File: src/rtl/tt_settle_timer.sv
// Loadable down-counter that times how long each vector is held before sampling.
module tt_settle_timer #(
    parameter int unsigned CW = 2
) (
    input  logic          clk,
    input  logic          rst,
    input  logic          load_i,
    input  logic          dec_i,
    input  logic [CW-1:0] load_val_i,
    output logic          zero_c_o
);

    logic [CW-1:0] cnt_q;
    logic [CW-1:0] cnt_d;

    always_comb begin
        cnt_d = cnt_q;
        if (load_i) begin
            cnt_d = load_val_i;
        end else if (dec_i && (cnt_q != '0)) begin
            cnt_d = cnt_q - CW'(1);
        end
    end

    always_ff @(posedge clk) begin
        if (rst) begin
            cnt_q <= '0;
        end else begin
            cnt_q <= cnt_d;
        end
    end

    assign zero_c_o = (cnt_q == '0);

endmodule : tt_settle_timer

File: config.mk
export PLATFORM = sky130hd
export DESIGN_NAME = tt_settle_timer
export DESIGN_NICKNAME = d
export VERILOG_FILES = /design/src/rtl/tt_settle_timer.sv
export SDC_FILE = /design/constraint.sdc
export NUM_CORES = 1
export LEC_CHECK = 0
export CAP_MARGIN = 10
export CORE_AREA = 2 2 39 41
export CTS_CLUSTER_DIAMETER = 100
export DETAILED_ROUTE_END_ITERATION = 8
export DIE_AREA = 0 0 41 43
export GPL_TIMING_DRIVEN = 0
export PLACE_DENSITY = 0.37
export SLEW_MARGIN = 20
export SYNTH_ARGS = -nofsm -noshare
export SYNTH_HDL_FRONTEND = slang
export SYNTH_SLANG_ARGS = --single-unit
File: constraint.sdc
create_clock -name clk -period 3.3 [get_ports clk]
set_clock_uncertainty 0.1 [all_clocks]
set_input_delay 0.66 -clock clk [delete_from_list [all_inputs] [get_ports clk]]
set_output_delay 0.66 -clock clk [all_outputs]
set_load 0.05 [all_outputs]
==> metrics.md <==
| Metric | Value |
|---|---|
| Status | `finished clean` |
| Largest register by flop count | `cnt_q` |
| Rel. slew slack | `66.2%` |
| Post-Route Setup TNS | `0 ps` |
| Vias in the first global route | `124` |
| Hold Path Class | `flop to flop` |
| DRC Markers | `0` |
| Top_reg_cell synth | `dfxtp_1` |
| Hold endpoint | `cnt_q[0]` |
| Crit path largest cell delay | `830 ps` |
| Clk sinks | `2` |
| Total number of vias | `122` |
| Slew @ Worst Pin | `505 ps` |
| Most common cell in the netlist | `inv_1` |
| Peak supply drop | `0.000132 V` |
| Clk root buf | `clkbuf_4` |
| CP required | `2540 ps` |
| Largest net degree at the start of global routing | `4` |
| Synthesized area | `126 µm²` |
| CP Launch Type | `flop` |
| Pwr/cell area | `477 nW/µm²` |
| CTS-repair resized insts | `0` |
| Hold path cells | `2` |
| Mean Syn Cell Area | `9.03 µm²` |
| Cell Chain, Critical Path | `inv_1 -> ha_1 -> clkdlybuf4s50_1` |
| Setup slack, reg-to-reg | `2100 ps` |
| Vias per cell | `3.13` |
| Final Hold Fails | `0` |
| Setup violators final | `0` |
| Placed Instances | `36` |
| Top delay family on crit path | `buffers and inverters` |
| Seq. cell area | `40.0 µm²` |
| Num CTS Buffers | `3` |
| Initial antenna violation count | `0` |
| Register-to-Register Path Depth | `5` |
| Total GRT Usage | `4.21%` |
| Final Critical Period | `2390 ps` |
| Die area | `1760 µm²` |
| Cell leakage power | `0.0000891 µW` |
| Fin nets | `32` |
| Port bufs | `6` |
| Max cap viols | `0` |
| WHS | `478 ps` |
| Top cells by count, synth | `inv_1, dfxtp_1` |
| Drt first pass iters | `2` |
| FF-to-FF Start | `cnt_q[0]` |
| EDFF count, synth | `0` |
| Slowest cell on the critical path | `clkdlybuf4s50_1` |
| Share of the synthesized area in the top cell type | `31.7%` |
| Gate Count Post-Synth | `14` |
| First-pass GRT wire length | `407 µm` |
| Hold buffer count at CTS | `0` |
| Fin. max-slew vios | `0` |
| Filler cell count | `152` |
| Area Growth Syn to Fin | `81.2%` |
| Clock Pin Slew Worst Setup and Hold Paths | `30 ps` |
| Core ar. | `1380 µm²` |
| Ys async rst share | `0%` |
| Synth area leader | `dfxtp_1` |
| Chip height | `43 µm` |
| Crit end category | `output port` |
| Final Non-Filler Cells | `39` |
| Unrepaired setup endpoints after global routing | `no` |
| GRT overflow | `0` |
| R2R Path End | `cnt_q[0]` |
| #FFs+latches synth | `2` |
| Clock Latency Late Sink | `220 ps` |
| Max reg flops | `2` |
| Post-Syn Nets | `21` |
| Antenna Nets Post-Route | `0` |
| I/O pins | `7` |
| Biggest regs | `cnt_q x2` |
| Final wirelength | `271 µm` |
| CTS tree | `yes` |
| Row cnt | `14` |
| Starting DRC count in detailed routing | `2` |
| Final core occ | `16.5%` |
| N_diodes | `0` |
| Final worst-path cycle share | `72.3%` |
| Synth warn | `0` |
| Critical path type | `flop to output port` |
| Min-delay src | `cnt_q[0]` |
| Seq/Total Area, Yosys | `31.7%` |
| WL/cell | `6.95 µm` |
| Post-CTS Setup Repair Bufs | `0` |
| HPWL Detailed | `191 µm` |
| F_max | `419 MHz` |
| Clk buf depth | `2` |
| Starting density of the core | `9.13%` |
| Multi-input gate area | `75.1 µm²` |
| Dominant cells by area after synthesis | `dfxtp_1, nor2b_4, a211oi_2, ha_1, inv_1` |
| Share of cells above drive strength 1 | `21.7%` |
| Synth unique cells | `11` |
| H-tree levels | `1` |
| Critical Path Fanout Max | `3` |
| CP bufs+invs | `2` |
| CP arrival | `1630 ps` |
| Die Width | `41 µm` |
| RD Place Congestion | `0.529` |
-- where the power goes --
group          switching [µW]  internal (µW)  total, µW
Combinational            13.8           14.5       28.3
Sequential               1.09           26.4       27.5
Clock                    13.2           40.0       53.3
Total                    28.1           81.0        109
-- cells in the final DEF (no fill, tap or decap) --
| cell type | count |
|---|---|
| inv_1 | 3 |
| xnor2_1 | 1 |
| o211ai_1 | 1 |
| dfxtp_1 | 2 |
| a21oi_1 | 1 |
| a211oi_2 | 1 |
| clkbuf_4 | 3 |
| nor2b_4 | 1 |
| ha_1 | 1 |
| nand2_1 | 1 |
| clkdlybuf4s50_1 | 6 |
| nor2_1 | 1 |
| nand3b_1 | 1 |
-- per-layer routing --
layer	global-route usage, %	routed length [µm]	vias up
met4	6.00	0	0
met1	3.51	134	50
li1	-	-	65
met3	3.14	39	0
met2	5.00	97	7
met5	0	0	-
-- metrics by stage --
step	total power [µW]	instance area (µm²)	worst slack, ps
floorplan	45.7	126	1680
global placement	55.4	206	1150
detailed placement	56.1	206	1140
CTS	114	229	900
global route	118	229	872
finish	109	229	914
-- worst max path at each step --
stage | from | to | slack, ps | cells past startpoint
5_1_grt | cnt_q[0] | zero_c_o | 870 | 3
3_5_place_dp | cnt_q[0] | zero_c_o | 1140 | 3
2_1_floorplan | cnt_q[0] | zero_c_o | 1680 | 2
4_1_cts | cnt_q[0] | zero_c_o | 900 | 3
6_report | cnt_q[0] | zero_c_o | 910 | 3
3_3_place_gp | cnt_q[0] | zero_c_o | 1150 | 3
-- area by class of cell --
type	count	share of cell area, %
Multi-Input combinational cell	9	32.8
Timing Repair Buffer	6	26.2
Sequential cell	2	17.5
Clock buffer	3	9.84
Tap cell	16	8.74
Inverter	3	4.92
-- cell families after synthesis --
group	Yosys count	share of synthesized area (%)
xor gates and xnor gates	1	6.93
AOI/OAI and AO/OA	3	19.8
DFF	2	31.7
and+or+nand+nor	4	22.8
buffers and inverters	3	8.91
adders and majority gates	1	9.90
-- tightest hold or removal path: stages, from the launching register on --
cell and delay (ps):
dfxtp_1 330, xnor2_1 140, a211oi_2 60
Power figures use the tool's default switching activity.
